### src/rtl/reg_xfer_pkg.sv
// Shared types and default widths for the register-transfer controller and its bank port.
package reg_xfer_pkg;
   localparam int DATA_W = 8;
   localparam int ADDR_W = 3;

   typedef enum logic [1:0] {OP_RD, OP_MOV, OP_LDI, OP_SWAP} xfer_op_e;

   typedef enum logic [2:0] {S_IDLE, S_EXEC, S_SWAP_A, S_SWAP_B, S_SWAP_C} xfer_state_e;
endpackage

### src/rtl/reg_transfer_ctrl_if.sv
// Command handshake from the decoder plus the read/write port of the 8x8 register bank.
interface reg_transfer_ctrl_if #(
   parameter int DATA_W = reg_xfer_pkg::DATA_W,
   parameter int ADDR_W = reg_xfer_pkg::ADDR_W
);
   logic              cmd_valid;
   logic              cmd_ready;
   logic [1:0]        cmd_op;
   logic [ADDR_W-1:0] cmd_dst;
   logic [ADDR_W-1:0] cmd_src;
   logic [DATA_W-1:0] cmd_imm;
   logic [ADDR_W-1:0] bank_wsel;
   logic              bank_we;
   logic [DATA_W-1:0] bank_din;
   logic [ADDR_W-1:0] bank_rsel;
   logic [DATA_W-1:0] bank_dout;
   logic              done;
   logic [DATA_W-1:0] rd_data;

   modport master (
      input  cmd_valid, cmd_op, cmd_dst, cmd_src, cmd_imm, bank_dout,
      output cmd_ready, bank_wsel, bank_we, bank_din, bank_rsel, done, rd_data
   );

   modport slave (
      output cmd_valid, cmd_op, cmd_dst, cmd_src, cmd_imm, bank_dout,
      input  cmd_ready, bank_wsel, bank_we, bank_din, bank_rsel, done, rd_data
   );
endinterface

### src/rtl/reg_transfer_ctrl.sv
// Sequences RD/MOV/LDI/SWAP commands onto a write-gated register bank with a combinational read path.
// One command in flight; cmd_ready only in IDLE, so a new command may be accepted in the done cycle.
module reg_transfer_ctrl #(
   parameter int DATA_W = reg_xfer_pkg::DATA_W,
   parameter int ADDR_W = reg_xfer_pkg::ADDR_W
) (
   input  logic                 CLK,
   input  logic                 RESET,
   reg_transfer_ctrl_if.master  bus
);
   import reg_xfer_pkg::*;

   localparam logic [2:0] ST_IDLE   = S_IDLE;
   localparam logic [2:0] ST_EXEC   = S_EXEC;
   localparam logic [2:0] ST_SWAP_A = S_SWAP_A;
   localparam logic [2:0] ST_SWAP_B = S_SWAP_B;
   localparam logic [2:0] ST_SWAP_C = S_SWAP_C;

   logic [2:0]        state, state_nxt;
   xfer_op_e          op_q;
   logic [ADDR_W-1:0] dst_q, src_q;
   logic [DATA_W-1:0] imm_q, temp_q, rd_data_q;
   logic              done_q;
   logic              accept;

   assign bus.cmd_ready = (state == ST_IDLE);
   assign accept        = bus.cmd_valid && bus.cmd_ready;
   assign bus.done      = done_q;
   assign bus.rd_data   = rd_data_q;

   always_comb begin
      state_nxt     = state;
      bus.bank_rsel = '0;
      bus.bank_wsel = '0;
      bus.bank_din  = '0;
      bus.bank_we   = 1'b0;
      case (state)
         ST_IDLE: begin
            if (accept)
               state_nxt = (xfer_op_e'(bus.cmd_op) == OP_SWAP) ? ST_SWAP_A : ST_EXEC;
         end
         ST_EXEC: begin
            state_nxt = ST_IDLE;
            case (op_q)
               OP_RD: bus.bank_rsel = src_q;
               OP_MOV: begin
                  bus.bank_rsel = src_q;
                  bus.bank_wsel = dst_q;
                  bus.bank_din  = bus.bank_dout;
                  bus.bank_we   = 1'b1;
               end
               OP_LDI: begin
                  bus.bank_wsel = dst_q;
                  bus.bank_din  = imm_q;
                  bus.bank_we   = 1'b1;
               end
               default: ;
            endcase
         end
         // SWAP: park src in temp, copy dst into src, then write temp into dst
         ST_SWAP_A: begin
            state_nxt     = ST_SWAP_B;
            bus.bank_rsel = src_q;
         end
         ST_SWAP_B: begin
            state_nxt     = ST_SWAP_C;
            bus.bank_rsel = dst_q;
            bus.bank_wsel = src_q;
            bus.bank_din  = bus.bank_dout;
            bus.bank_we   = 1'b1;
         end
         ST_SWAP_C: begin
            state_nxt     = ST_IDLE;
            bus.bank_wsel = dst_q;
            bus.bank_din  = temp_q;
            bus.bank_we   = 1'b1;
         end
         default: state_nxt = ST_IDLE;
      endcase
   end

   always_ff @(posedge CLK or posedge RESET) begin
      if (RESET) begin
         state     <= ST_IDLE;
         op_q      <= OP_RD;
         dst_q     <= '0;
         src_q     <= '0;
         imm_q     <= '0;
         temp_q    <= '0;
         rd_data_q <= '0;
         done_q    <= 1'b0;
      end else begin
         state  <= state_nxt;
         done_q <= (state == ST_EXEC) || (state == ST_SWAP_C);
         if (accept) begin
            op_q  <= xfer_op_e'(bus.cmd_op);
            dst_q <= bus.cmd_dst;
            src_q <= bus.cmd_src;
            imm_q <= bus.cmd_imm;
         end
         if (state == ST_EXEC && op_q == OP_RD)
            rd_data_q <= bus.bank_dout;
         if (state == ST_SWAP_A)
            temp_q <= bus.bank_dout;
      end
   end
endmodule

### src/flat_wrapper.sv
// flat-port wrapper written by rule: the top's interface ports become plain ports
module reg_transfer_ctrl_flat import reg_xfer_pkg::*;
#(
   parameter int DATA_W = reg_xfer_pkg::DATA_W,
   parameter int ADDR_W = reg_xfer_pkg::ADDR_W
)
  (CLK, RESET, bus_cmd_valid, bus_cmd_op, bus_cmd_dst, bus_cmd_src, bus_cmd_imm, bus_bank_dout, bus_cmd_ready, bus_bank_wsel, bus_bank_we, bus_bank_din, bus_bank_rsel, bus_done, bus_rd_data);
  reg_transfer_ctrl_if #(.DATA_W(DATA_W), .ADDR_W(ADDR_W)) bus_i ();
  input  logic CLK;
  input  logic RESET;
  input wire logic [$bits(bus_i.cmd_valid)-1:0] bus_cmd_valid;
  input wire logic [$bits(bus_i.cmd_op)-1:0] bus_cmd_op;
  input wire logic [$bits(bus_i.cmd_dst)-1:0] bus_cmd_dst;
  input wire logic [$bits(bus_i.cmd_src)-1:0] bus_cmd_src;
  input wire logic [$bits(bus_i.cmd_imm)-1:0] bus_cmd_imm;
  input wire logic [$bits(bus_i.bank_dout)-1:0] bus_bank_dout;
  output wire logic [$bits(bus_i.cmd_ready)-1:0] bus_cmd_ready;
  output wire logic [$bits(bus_i.bank_wsel)-1:0] bus_bank_wsel;
  output wire logic [$bits(bus_i.bank_we)-1:0] bus_bank_we;
  output wire logic [$bits(bus_i.bank_din)-1:0] bus_bank_din;
  output wire logic [$bits(bus_i.bank_rsel)-1:0] bus_bank_rsel;
  output wire logic [$bits(bus_i.done)-1:0] bus_done;
  output wire logic [$bits(bus_i.rd_data)-1:0] bus_rd_data;
  assign bus_i.cmd_valid = bus_cmd_valid;
  assign bus_i.cmd_op = bus_cmd_op;
  assign bus_i.cmd_dst = bus_cmd_dst;
  assign bus_i.cmd_src = bus_cmd_src;
  assign bus_i.cmd_imm = bus_cmd_imm;
  assign bus_i.bank_dout = bus_bank_dout;
  assign bus_cmd_ready = bus_i.cmd_ready;
  assign bus_bank_wsel = bus_i.bank_wsel;
  assign bus_bank_we = bus_i.bank_we;
  assign bus_bank_din = bus_i.bank_din;
  assign bus_bank_rsel = bus_i.bank_rsel;
  assign bus_done = bus_i.done;
  assign bus_rd_data = bus_i.rd_data;
  reg_transfer_ctrl #(.DATA_W(DATA_W), .ADDR_W(ADDR_W)) u_core (.CLK(CLK), .RESET(RESET), .bus(bus_i));
endmodule
### config.mk
export PLATFORM = sky130hd
export DESIGN_NAME = reg_transfer_ctrl_flat
export DESIGN_NICKNAME = d
export VERILOG_FILES = /design/src/rtl/reg_xfer_pkg.sv /design/src/rtl/reg_transfer_ctrl_if.sv /design/src/rtl/reg_transfer_ctrl.sv /design/src/flat_wrapper.sv
export SDC_FILE = /design/constraint.sdc
export NUM_CORES = 1
export LEC_CHECK = 0
export CORE_UTILIZATION = 51
export DETAILED_ROUTE_END_ITERATION = 8
export GPL_TIMING_DRIVEN = 0
export PLACE_DENSITY = 0.83
export SLEW_MARGIN = 20
export SYNTH_ARGS = -nofsm -noshare
export SYNTH_HDL_FRONTEND = slang
export SYNTH_SLANG_ARGS = --single-unit
### constraint.sdc
create_clock -name CLK -period 4.2 [get_ports CLK]
set_input_delay 0.42 -clock CLK [delete_from_list [all_inputs] [get_ports CLK]]
set_output_delay 0.42 -clock CLK [all_outputs]
set_load 0.02 [all_outputs]
==> results.md, run 1 <==
STA:
- After routing, the total negative slack on setup checks comes to 0 ns.
- The fmax is between 300 and 400 MHz.
- The final-report hold violation count is 0.
- The final setup slack of the worst path is between 1 and 1.5 ns.
- The final-report max-slew violation count was 0.
- The worst-margin pin slew is ~0.74 ns.
- After layout, the minimum clock period comes to slightly above 3 ns.
- Setup repair after global routing left no endpoint under its margin.
- The final count of negative-setup-slack endpoints is 0.
- The largest clock skew in the final design is about 0.012 ns.
- After layout, the worst path uses just over 70% of the clock period.
- The worst pin sits at a relative slew slack of 50.5%.

Placed design:
- The HPWL after detailed placement is just under 3 mm.
- The pre-CTS setup slack is ~1.6 ns.
- Routability-driven placement finished with a final weighted congestion of about 0.76.
- Port buffering added 51 buffers.
- After detailed placement, the design holds a cell count of ~250.
- The placed standard-cell area is ~2400 um2.

Route:
- The DRC violation total after the first TritonRoute iteration is just under 90.
- The routed length on met3 is 187 um.
- Wires add up to between 4 and 5 mm.
- The post-route antenna net violation count is 0.
- The wire length on met1 is roughly 1.8 mm.
- The detailed-routed wire length on met2 is between 2 and 2.5 mm.
- Dividing the detail-routed via count by the number of cells gives around 5.7.
- The via total after detailed routing is 1464.
- The total iterations of the first detailed-routing run is 4.
- The highest routed metal layer is met4.
- Dividing the detail-routed wire length by the instance count gives around 16 um.
- In the routed design, unresolved DRC markers number 0.

Yosys:
- In this run the mean area of a mapped cell was about 12 um2.
- Of the total synthesized cell area, the portion taken by XOR and XNOR cells is 0%.
- The largest area contributor in the netlist is sky130_fd_sc_hd__dfrtp_1.
- Summing the areas of all compound-gate instances in the mapped netlist gives between 10% and 20% of the synthesized area.
- The fraction of synthesized area in multiplexers is 18.9%.
- In this run the cell area of the synthesized design comes to approximately 1800 um2.
- The combinational family with the most area after synthesis is multiplexers.
- sky130_fd_sc_hd__dfrtp_1 is the most common cell in the netlist.
- In the synthesized netlist, the cells that appear most often are 36 x sky130_fd_sc_hd__dfrtp_1, 30 x sky130_fd_sc_hd__mux2_2, 13 x sky130_fd_sc_hd__a22oi_1, 9 x sky130_fd_sc_hd__nor2_1, 8 x sky130_fd_sc_hd__a221o_1.
- After Yosys synthesis, and, or, nand and nor cells account for under 10% of the synthesized area.
- The area share of the largest cell type after synthesis is 50.3%.
- Counting flops with a built-in enable in the synthesized netlist gives 0.
- Sequential cells were found to cover slightly above 50% of the synthesized design area.
- The post-synthesis share of cell area spent on full adders, half adders and majority gates is under 10%.
- The dominant register cell in the synthesized netlist is sky130_fd_sc_hd__dfrtp_1.
- The number of flip-flops and latches in the synthesized netlist is 36.
- For this run, asynchronously set or reset flops after synthesis account for 100%.
- The synthesized instance count is 150.
- Ranked by total cell area, the synthesized netlist is headed by sky130_fd_sc_hd__dfrtp_1 50%, sky130_fd_sc_hd__mux2_2 19%, sky130_fd_sc_hd__a22oi_1 5.4%.
- The number of different library cells used by synthesis comes to 30.
- Counting every net in the synthesized netlist gives between 150 and 200.
- The Yosys warning count is 0.

Global routing:
- The pin count of the biggest net entering global routing is 37.
- The number of antenna violations at the first check in global routing came to 0.
- The first global-routing pass estimated ~6.4 mm of wire.
- The residual overflow from global routing is 0.
- The via count of the first global-routing pass was about 1400.
- The all-layer global routing usage is 24.2%.

Finish:
- The post-route non-filler standard cell count is about 260.
- The repair_antennas step left the layout with diodes totalling 0.
- The area added between synthesis and finish is 35.0%.
- The post-route netlist has between 20% and 30% of its cells at a drive strength greater than 1.
- The cell area after layout is around 2400 um2.
- The count of nets after finishing is roughly 240.
- The filler cell count is between 200 and 300.
- The post-route core utilization is a little under three quarters.

Floorplanning:
- The floorplan step set the die height to 61.3 um.
- For this configuration, the core starts out at a cell density of about 53%.
- The area enclosed by the die boundary is 3750 um2.
- The total area inside the core boundary comes to 3360 um2.
- The total number of placement rows is 21.
- The die extent in x is about 61 um.
- 52 I/O pins were placed.

Pwr:
- The worst-case IR drop observed on VDD is around 0.00039 V.
- Power spread over the standard cell area amounts to between 700 and 800 nW/um2.
- The cell leakage power is between 0.0009 and 0.001 uW.

Critical path:
- Measured in cells, the most critical reg-to-reg path has a length of 6.
- The nature of the critical path endpoint is an output port.
- The peak fanout along the critical path is 9.
- The worst path required time is 3.78 ns.
- Data arrives at the worst endpoint at about 2.6 ns.
- The critical path is of the flip-flop to output port type.
- The element type at the critical path start is a flip-flop.

Clock tree:
- TritonCTS created 5 clock buffers.
- The clock transition at the registers of the reported paths is around 0.11 ns.
- CTS built an H-tree with a depth of 2.
- The number of setup buffers added after CTS is 0.
- Once the clock tree was built, the resizer swapped 0 gates to a different size.
- The clock net in this run drives a total of 36 sinks.
- The master cell of the clock root buffer is sky130_fd_sc_hd__clkbuf_4.
- The maximum buffer depth of the clock tree is 2.
- The source-to-sink clock delay at the later pin of the worst-skew pair is 0.34 ns.
- The clock tree from TritonCTS is done.
- The number of hold buffers added after CTS is 0.

Job:
- Max-cap violations in this run came to 0.

Hold path:
- The tightest min-delay check is of the primary input to asynchronous set/reset pin type.

Run status:
- The run finished with clean final reports.
==> through the flow <==
stage | power, uW | hold slack, ns
global placement | 1690 | 0.489
floorplan | 1330 | 0.481
finish | 1930 | 0.513
global route | 2050 | 0.532
CTS | 1930 | 0.519
detailed placement | 1740 | 0.496
==> final timing paths <==
path                                             from                    end  slack, ns
worst max-delay path                   u_core.op_q[1]       bus_bank_rsel[1]       1.18
worst min-delay path                            RESET       u_core.temp_q[3]       0.51
worst max register to register        u_core.state[2]        u_core.imm_q[0]       2.40
worst min register to register  u_core.bus.rd_data[0]  u_core.bus.rd_data[0]       0.51
max in group asynchronous                       RESET        u_core.imm_q[0]       3.21
min in group CLK                u_core.bus.rd_data[0]  u_core.bus.rd_data[0]       0.51
==> sequential cells by signal, indices dropped and copies added (netlist names) <==
name,count
u_core.bus.rd_data,8
u_core.imm_q,8
u_core.temp_q,8
u_core.dst_q,3
u_core.src_q,3
u_core.state,3
u_core.op_q,2
u_core.bus.done,1
==> cell families after synthesis <==
group                    Yosys count
adder cells (fa/ha/maj)            3
buffers and inverters             15
flip-flops                        36
AND/OR/NAND/NOR                   30
AO/OA/AOI/OAI                     36
multiplexers                      30
==> area by class of cell <==
| type | count | area (um2) | share of cell area, % |
|---|---|---|---|
| Multi-Input combinational cell | 99 | 817 | 33.8 |
| Tap cell | 46 | 57.6 | 2.38 |
| Clock buffer | 8 | 58.8 | 2.43 |
| Inverter | 4 | 15.0 | 0.621 |
| Timing Repair Buffer | 51 | 510 | 21.1 |
| Sequential cell | 36 | 901 | 37.2 |
| Buffer | 11 | 58.8 | 2.43 |
==> where the power goes <==
part / internal (uW) / total, uW / leakage (uW) / switching [uW]
Combinational: 559 / 1100 / 0.000495 / 540
Sequential: 521 / 639 / 0.000430 / 117
Clock: 82.6 / 190 / 0.0000326 / 107
==> layer usage <==
| metal | up-vias | GRT usage, % |
|---|---|---|
| li1 | 672 | - |
| met1 | 749 | 30.6 |
| met2 | 39 | 39.1 |
| met3 | 4 | 7.77 |
| met4 | 0 | 8.44 |
| met5 | - | 0 |
==> critical path, stage by stage, from the launching register on <==
cell and delay [ns]:
sky130_fd_sc_hd__dfrtp_1 0.39, sky130_fd_sc_hd__inv_1 0.11, sky130_fd_sc_hd__ha_1 0.15, sky130_fd_sc_hd__clkbuf_1 0.37, sky130_fd_sc_hd__o21ba_2 0.27, sky130_fd_sc_hd__a22oi_1 0.07, sky130_fd_sc_hd__a211oi_1 0.26, sky130_fd_sc_hd__clkdlybuf4s50_1 0.66
==> layout by cell type (no fill, tap or decap), types with 2 or more instances in the layout <==
cell type,count
sky130_fd_sc_hd__buf_4,2
sky130_fd_sc_hd__a22oi_1,13
sky130_fd_sc_hd__clkdlybuf4s50_1,51
sky130_fd_sc_hd__a211oi_1,2
sky130_fd_sc_hd__nand2_1,4
sky130_fd_sc_hd__mux2_2,30
sky130_fd_sc_hd__nor3_2,2
sky130_fd_sc_hd__a21oi_1,4
sky130_fd_sc_hd__clkbuf_1,7
sky130_fd_sc_hd__inv_1,3
sky130_fd_sc_hd__nand3_1,4
sky130_fd_sc_hd__nor3_1,2
sky130_fd_sc_hd__a31oi_1,2
sky130_fd_sc_hd__dfrtp_1,36
sky130_fd_sc_hd__clkbuf_4,5
sky130_fd_sc_hd__a221o_1,8
sky130_fd_sc_hd__buf_2,2
sky130_fd_sc_hd__o21ai_0,5
sky130_fd_sc_hd__nor2_1,9
sky130_fd_sc_hd__nand2b_1,2
sky130_fd_sc_hd__ha_1,3
(Power assumes the default switching activity.)
==> run 2: changes to the inputs <==
- CORE_UTILIZATION: 51 -> 47
- PLACE_DENSITY: 0.83 -> 0.77
- clock period: 4.2 -> 2.8 ns (I/O delays scaled with it)
==> results.md, run 2 (synthesis results as in run 1) <==
Run status:
- Run status: complete, but fails checks (was finished clean).
- The checks that failed: design-rule violations.

Critical path:
- The cell at the slowest stage of the critical path is sky130_fd_sc_hd__clkdlybuf4s50_1 (unchanged).
- The worst endpoint data arrival time is 2.41 ns (was 2.60 ns).
- The launch point of the worst reg-to-reg path is u_core.state[2] (unchanged).
- The worst path required time is 2.52 ns (was 3.78 ns).
- Cells along the critical path: inv_1 > ha_1 > o21ba_2 > a22oi_1 > a211oi_1 > clkdlybuf4s50_1 (was inv_1 > ha_1 > clkbuf_1 > o21ba_2 > a22oi_1 > a211oi_1 > clkdlybuf4s50_1).
- The peak fanout along the critical path was 9 (unchanged).
- The nature of the critical path endpoint is an output port (unchanged).
- The start point of the critical path is u_core.op_q[1] (unchanged).
- The category of the most critical setup path is flip-flop to output port (unchanged).
- The element type at the critical path start was a flip-flop (unchanged).
- The delay of the slowest critical-path stage is 0.65 ns (was 0.66 ns).

Finish:
- The post-route core utilization is 67.0% (was 71.9%).
- The area added between synthesis and finish was 36.9% (was 35.0%).
- The filler cell count is 280 (was 275).
- Commonest non-fill, non-tap cells in the layout: 51 x sky130_fd_sc_hd__clkdlybuf4s50_1, 36 x sky130_fd_sc_hd__dfrtp_1, 30 x sky130_fd_sc_hd__mux2_2 (unchanged).
- The fraction of layout instances using a drive strength above 1 is 23.8% (was 22.5%).
- The post-route non-filler standard cell count is 254 (was 255).
- The number of antenna diodes is 0 (unchanged).
- The most common cell after layout, fill and taps aside is sky130_fd_sc_hd__clkdlybuf4s50_1 (unchanged).
- The count of nets after finishing was 236 (was 238).

STA:
- The worst path needs approximately 2.7 ns of the cycle, external delays included.
- Unrepaired setup endpoints after global routing: false (unchanged).
- Timing would allow up to approximately 370 MHz.
- The final period utilization is 96.1%.
- The final count of negative-setup-slack endpoints is 0 (unchanged).
- The worst-margin pin slew is 0.749 ns (was 0.738 ns).
- The headroom to the max-slew limit came to 50.0% (was 50.5%).
- The total negative slack was 0 ns (unchanged).
- The worst hold margin is 0.438 ns (was 0.513 ns).
- The largest clock skew in the final design was 0.0108 ns (was 0.0121 ns).
- The final-report max-slew violation count is 0 (unchanged).
- The final-report hold violation count was 0 (unchanged).

Global routing:
- The residual overflow from global routing is 0 (unchanged).
- The number of antenna violations at the first check in global routing is 0 (unchanged).
- The all-layer global routing usage is 22.5% (was 24.2%).
- The pin count of the biggest net entering global routing was 37 (unchanged).
- The via count of the first global-routing pass is 1427 (was 1415).
- The global-route wire length before repair was 6.91 mm (was 6.44 mm).

Route:
- The total length of routed wires is 4.21 mm (was 4.18 mm).
- The total iterations of the first detailed-routing run was 8 (was 4).
- The via total after detailed routing came to 1436 (was 1464).
- The post-route antenna net violation count came to 0 (unchanged).
- The DRC violation total after the first TritonRoute iteration was 111 (was 87).
- The mean number of vias per cell was 5.65 (was 5.74).
- The count of unresolved DRC violations after routing is 2 (was 0).
- The average routed wire per standard cell is 16.6 um (was 16.4 um).

Clock tree:
- The number of buffers created by CTS is 5 (unchanged).
- The source-to-sink clock delay at the later pin of the worst-skew pair is 0.29 ns (was 0.34 ns).
- The total clock sinks is 36 (unchanged).
- The CTS H-tree depth is 2 (unchanged).
- The clock tree from TritonCTS is done (unchanged).
- The number of setup buffers added after CTS is 0 (unchanged).
- The maximum buffer depth of the clock tree came to 2 (unchanged).
- The master cell of the clock root buffer was sky130_fd_sc_hd__clkbuf_8 (was sky130_fd_sc_hd__clkbuf_4).
- The clock transition at the registers of the reported paths is 0.07 ns (was 0.11 ns).

Pwr:
- The power per standard cell area is 1220 nW/um2 (was 797 nW/um2).
- The sum of internal, switching and leakage power is 3000 uW (was 1930 uW).
- The cell leakage power is 0.000977 uW (was 0.000958 uW).
- The peak supply drop came to 0.000605 V (was 0.000394 V).

Placed design:
- The number of placed instances with taps included is 249 (was 247).
- The detailed placement HPWL is 3.04 mm (was 2.95 mm).
- The count of input and output buffers was 51 (unchanged).
- The last weighted congestion value of the routability-driven placer is 0.781 (was 0.760).

Floorplanning:
- The area inside the core boundary is 3660 um2 (was 3360 um2).
- The die extent in x came to 63.7 um (was 61.3 um).
- The area enclosed by the die boundary is 4060 um2 (was 3750 um2).
- The I/O pin count is 52 (unchanged).
- The total number of placement rows is 22 (was 21).
- The initial standard-cell utilization of the core is 48.9% (was 53.3%).
- The height of the chip is 63.7 um (was 61.3 um).

Hold path:
- The kind of path behind the tightest hold check is primary input to asynchronous set/reset pin (unchanged).

Job:
- The max-capacitance violation count is 0 (unchanged).
-- run 2: layout make-up --
type,instances,area (um2),area share [%]
Tap cell,48,60.1,2.45
Sequential cell,36,901,36.7
Multi-Input combinational cell,99,817,33.3
Timing Repair Buffer,51,510,20.8
Inverter,4,15.0,0.612
Clock buffer,7,96.3,3.93
Buffer,9,52.6,2.14
-- run 2: what timing repair did --
| item | CTS | global route |
|---|---|---|
| gates resized for setup | 0 | 2 |
| hold buffers | 0 | 0 |
| setup endpoints to repair | 1 | 11 |
-- run 2: metal layers --
metal	global-route usage, %	part of all wire [%]
met1	30.0	42
met2	35.6	52
met3	5.54	4.9
met4	7.95	1.7
met5	0	0
-- run 2: worst paths after layout --
kind	endpoint	slack, ns	cells after the start
max	bus_bank_rsel[0]	0.11	6
min	u_core.bus.rd_data[6]	0.44	2
max reg2reg	u_core.imm_q[0]	0.99	6
min reg2reg	u_core.bus.rd_data[0]	0.51	1
max in group asynchronous	u_core.src_q[2]	1.87	2
min in group CLK	u_core.bus.rd_data[0]	0.51	1
-- run 2: stage by stage --
| step | cell area [um2] | setup WS [ns] |
|---|---|---|
| floorplan | 1790 | 0.863 |
| global placement | 2360 | 0.366 |
| detailed placement | 2360 | 0.312 |
| CTS | 2450 | 0.0517 |
| global route | 2450 | 0.000569 |
| finish | 2450 | 0.108 |
-- run 2: report_power, final --
group / total, uW / internal [uW] / switching (uW) / leakage, uW
sequential: 971 / 784 / 186 / 0.000430
clock: 394 / 219 / 175 / 0.0000503
combinational: 1640 / 837 / 799 / 0.000497
-- run 2: critical path: cells and delay by family, from the launching register on --
family | cells | cell delay (ns)
adder cells (fa/ha/maj) | 1 | 0.41
buffers and inverters | 2 | 0.76
AO/OA/AOI/OAI | 3 | 0.57
flip-flops | 1 | 0.38
